File: config.mk
export PLATFORM = sky130hd
export DESIGN_NAME = sr_latch
export DESIGN_NICKNAME = d
export VERILOG_FILES = /design/src/rtl/sr_latch.sv
export SDC_FILE = /design/constraint.sdc
export NUM_CORES = 1
export LEC_CHECK = 0
export CAP_MARGIN = 5
export CORE_AREA = 2 2 39 41
export CTS_BUF_LIST = sky130_fd_sc_hd__clkbuf_8
export CTS_CLUSTER_DIAMETER = 150
export CTS_CLUSTER_SIZE = 40
export DETAILED_ROUTE_END_ITERATION = 10
export DIE_AREA = 0 0 41 43
export GPL_TIMING_DRIVEN = 0
export HOLD_SLACK_MARGIN = 0.06
export REMOVE_ABC_BUFFERS = 1
export SLEW_MARGIN = 5
export SYNTH_ARGS = -nofsm -noshare
export SYNTH_HDL_FRONTEND = slang
export SYNTH_SLANG_ARGS = --single-unit
File: constraint.sdc
create_clock -name clk -period 0.8 [get_ports clk]
set_clock_uncertainty 0.05 [all_clocks]
set_input_delay 0.08 -clock clk [delete_from_list [all_inputs] [get_ports clk]]
set_output_delay 0.08 -clock clk [all_outputs]
set_load 0.05 [all_outputs]
File: src/rtl/sr_latch.sv
// rtl/sr_latch.sv - Clocked set/reset latch with request synchronisers and complementary outputs.
// Requests are level-sensitive; SET_DOMINANT resolves simultaneous set and reset.
module sr_latch #(
    parameter int SYNC_STAGES  = 2,
    parameter bit SET_DOMINANT = 1'b0,
    parameter bit RESET_Q      = 1'b0
) (
    input  logic clk,
    input  logic rst,
    input  logic set,
    input  logic reset,
    output logic q,
    output logic qNot,
    output logic conflict
);

    logic set_s;
    logic reset_s;
    logic q_q;
    logic q_d;
    logic conflict_q;
    logic conflict_d;

    // Both requests use identical chains so their relative ordering is preserved.
    generate
        if (SYNC_STAGES == 0) begin : g_nosync
            assign set_s   = set;
            assign reset_s = reset;
        end else begin : g_sync
            logic [SYNC_STAGES-1:0] set_sync_q;
            logic [SYNC_STAGES-1:0] reset_sync_q;

            always_ff @(posedge clk or posedge rst) begin
                if (rst) begin
                    set_sync_q   <= '0;
                    reset_sync_q <= '0;
                end else begin
                    set_sync_q[0]   <= set;
                    reset_sync_q[0] <= reset;
                    for (int i = 1; i < SYNC_STAGES; i++) begin
                        set_sync_q[i]   <= set_sync_q[i-1];
                        reset_sync_q[i] <= reset_sync_q[i-1];
                    end
                end
            end

            assign set_s   = set_sync_q[SYNC_STAGES-1];
            assign reset_s = reset_sync_q[SYNC_STAGES-1];
        end
    endgenerate

    always_comb begin
        q_d        = q_q;
        conflict_d = 1'b0;
        case ({set_s, reset_s})
            2'b10:   q_d = 1'b1;
            2'b01:   q_d = 1'b0;
            2'b11: begin
                q_d        = SET_DOMINANT;
                conflict_d = 1'b1;
            end
            default: q_d = q_q;
        endcase
    end

    always_ff @(posedge clk or posedge rst) begin
        if (rst) begin
            q_q        <= RESET_Q;
            conflict_q <= 1'b0;
        end else begin
            q_q        <= q_d;
            conflict_q <= conflict_d;
        end
    end

    // qNot is derived from the same flop so q == qNot can never be observed.
    assign q        = q_q;
    assign qNot     = ~q_q;
    assign conflict = conflict_q;

endmodule

* Yosys cells after proc, flatten, opt, wreduce, memory -nomap -nowiden
Index checks and enable logic that the tools add are counted.
Widths: inputs -> output; s select.
** Storage, ports and cells
- Logic and storage cells :: 12
- Input bits :: 4
- Output and inout port bits :: 3
- Register bits :: 6
** Cells by class
- Equality and inequality tests :: 3
- Reduce and logical (&&, ||, !) cells :: 2
- Multiplexer cells :: 2
- Bitwise logic cells :: 1
** Operators by type and width (number)
- $eq 2x2->1 const B :: 2
- $eq 2x1->1 const B :: 1
- $pmux 1 s2 :: 1
- $reduce_bool 2->1 :: 1
- $reduce_or 2->1 :: 1
- $mux 1 :: 1
- $not 1->1 :: 1

* Depth between registers and ports, before layout
- Depth after elaboration :: 3
- Mapped depth :: 1
- Depth with buffers taken out :: 1

* Least setup slack after synthesis
OpenSTA, ideal clock, no wires.
- Path type :: reg-to-output
- From :: register q_q, in the netlist q
- To :: output qNot
- Setup slack :: -0.294 ns
- Data required time :: 0.670 ns
- Data arrival time :: 0.964 ns
- Cell stages (with the launch flop) :: 2
- Path buffers :: 0
- Path through :: dfrtp_1 > inv_1
** Between the ends
- Word-level cells in the longest chain between the ends :: 1
** RTL lines
- start, declared :: RTL line 19 : logic q_q;
- start signal, assigned :: RTL line 71 : q_q <= q_d;
- $not 1->1 :: RTL line 78 : assign qNot = ~q_q;
- end, declared :: RTL line 13 : output logic qNot,
Every way passes these cells.

* Worst setup path in the final report
Ends and elaborated chain as after synthesis.

==> metrics.csv <==
stage;metric;value;unit
die;die_width;41;um
grt;grt_pass1_wl;496;um
clocking;max-clock-path-buffers;2;
yosys;synth_warnings;0;
route;drt-wirelength-per-cell;7.64;um
layout;fin_cells;36;
placed_design;place_congestion;0.515;
grt;grt_overflow;0;
route;dr.first_iter.drc_count;2;
yosys;avgSynthCellArea;17.5;um2
layout;antenna_cells;0;
timing;final-hold-violation-count;0;
die;fp-row-count;14;
pwr;ir_drop;0.983;mV
critical_path;worst-path-buf-inv;2;
timing;setup_ws;-147;ps
yosys;synth.distinct_cells;4;
yosys;netlist_top_cells_count;6 x dfrtp_1, 2 x inv_1, 1 x and2_2, 1 x o21ba_1;
die;fp.dieH;43;um
yosys;yosysTopAreaCellShare;0.857;
clocking;ctsHtreeMaxLevel;1;
layout;drive_gt1_frac;0.450;
yosys;ys_seq_elements;6;
placed_design;dp_cells;32;
critical_path;reg2reg_depth;2;
yosys;syn_area;175;um2
hold_path;min_path_type;input port to asynchronous set/reset pin;
timing;setup_viol;4;
critical_path;cp_cell_sequence;inv_2, buf_8;
yosys;synth.most_common_cell;dfrtp_1;
grt;antenna_found_initial;0;
pwr;p_total;0.859;mW
timing;rsz0062_at_grt;true;
placed_design;io_buffers;6;
clocking;clock_sinks;6;
grt;grtUsageTotal;0.0536;
clocking;cts_tree;yes;
grt;grt_pass1_vias;135;
yosys;ys_seq_area_frac;0.857;
pwr;p_per_area;2790;nW/um2
route;drc;0;
critical_path;end_kind;output port;
route;drt_wl_total;275;um
layout;nNetsFinal;26;
critical_path;arrival;820;ps
route;vias;112;
critical_path;worst-setup-path-type;register to output port;
clocking;cts_inserted_buffers;3;
clocking;clk_pin_slew;40;ps
clocking;clk_latency;220;ps
route;via_per_inst;3.11;
run_status;violations;negative setup slack;
critical_path;cp_max_fo;3;
critical_path;slowest_delay;390;ps
timing;tightest_slew;215;ps
pwr;leakage;0.149;nW
timing;slew_viol_final;0;
clocking;ctsRootBufferMaster;clkbuf_8;
run_status;status;finished, violations left;
timing;final.min_clock_period;947;ps
yosys;async_flop_share;1.00;
yosys;synth-edff-count;0;
die;core;1380;um2
timing;slew_headroom;0.857;
timing;fin_crit_sh;1.18;
timing;fmax;1.06;GHz
route;final_antenna_net_count;0;
critical_path;cpMaxStageDelayCell;dfrtp_1;
die;initial_core_util;0.127;
flow_run;drv_cap;0;
die;num_io_pins;7;
die;dieArea;1760;um2
yosys;synth_flop_cell;dfrtp_1;
yosys;syn_inst;10;
route;first_pass_iters;2;
layout;final_area;308;um2
critical_path;cp_top_family;flip-flops;
critical_path;worstPathRequired;670;ps
critical_path;startpoint_type;register;
grt;grt_max_degree;7;
yosys;synth_area_leaders;dfrtp_1 86%, o21ba_1 5.7%, and2_2 4.3%, inv_1 4.3%;
layout;area.growth.synth_to_final;75.7;%
placed_design;placed_area;255;um2
layout;fillers;143;
critical_path;cp.depth;2;
yosys;yosysTopAreaCell;dfrtp_1;
==> through the flow <==
step	util	TNS (ps)	setup slack, ps	hold WS, ps
CTS	0.214	-385	-174	38.6
floorplan	-	-454	-294	-179
global placement	0.184	-1430	-536	248
global route	0.222	-517	-181	50.6
finish	0.222	-409	-147	26.6
detailed placement	0.184	-1470	-559	266
==> path summary, 6_finish.rpt <==
kind	slack, ps	startpoint	end
hold / removal	30	rst	g_sync.set_sync_q[1]
setup reg to reg	-60	q	q
max in group asynchronous	490	rst	g_sync.reset_sync_q[1]
min in group clk	250	reset	g_sync.reset_sync_q[0]
hold reg to reg	290	g_sync.set_sync_q[0]	g_sync.set_sync_q[1]
setup / recovery	-150	q	qNot
==> area by class of cell <==
| class | count | area, um2 | share of cell area |
|---|---|---|---|
| multi-input cells | 2 | 17.5 | 0.0569 |
| inverters | 2 | 7.51 | 0.0244 |
| repair buffers | 7 | 71.3 | 0.232 |
| clock buffers | 3 | 41.3 | 0.134 |
| well taps | 16 | 20.0 | 0.0650 |
| flip-flops and latches | 6 | 150 | 0.488 |
==> placed cells by master (no fill, tap or decap), drive strengths merged <==
cell / instances
and2: 1
buf: 4
clkbuf: 3
clkdlybuf4s50: 3
dfrtp: 6
inv: 2
o21ba: 1
==> where the power goes <==
group / internal, mW / switching (mW) / total (mW)
registers: 0.322 / 0.00786 / 0.330
logic: 0.0407 / 0.0489 / 0.0897
clock network: 0.322 / 0.118 / 0.440
total: 0.685 / 0.175 / 0.859
==> per-layer routing <==
layer | share of wire | global-route usage | up-vias
li1 | - | - | 49
met1 | 0.32 | 0.0329 | 51
met2 | 0.41 | 0.0594 | 10
met3 | 0.24 | 0.0942 | 2
met4 | 0.029 | 0.0400 | 0
met5 | 0 | 0 | -
==> kinds of logic after synthesis <==
group           after synthesis  share of synthesized area
compound gates                1                     0.0571
buf+inv                       2                     0.0429
flops                         6                      0.857
simple gates                  1                     0.0429
==> state kept, by name, summed over array words and instances (netlist names) <==
register and flops:
q 1, g_sync.reset_sync_q 2, conflict 1, g_sync.set_sync_q 2
==> timing repair <==
item                                    4_1_cts  5_1_grt
buffers inserted                              0        1
cloned                                        0        0
gates resized for setup                      20        2
endpoints found under the setup margin        3        3
hold endpoints to repair                      6        6
(Power assumes the default switching activity.)
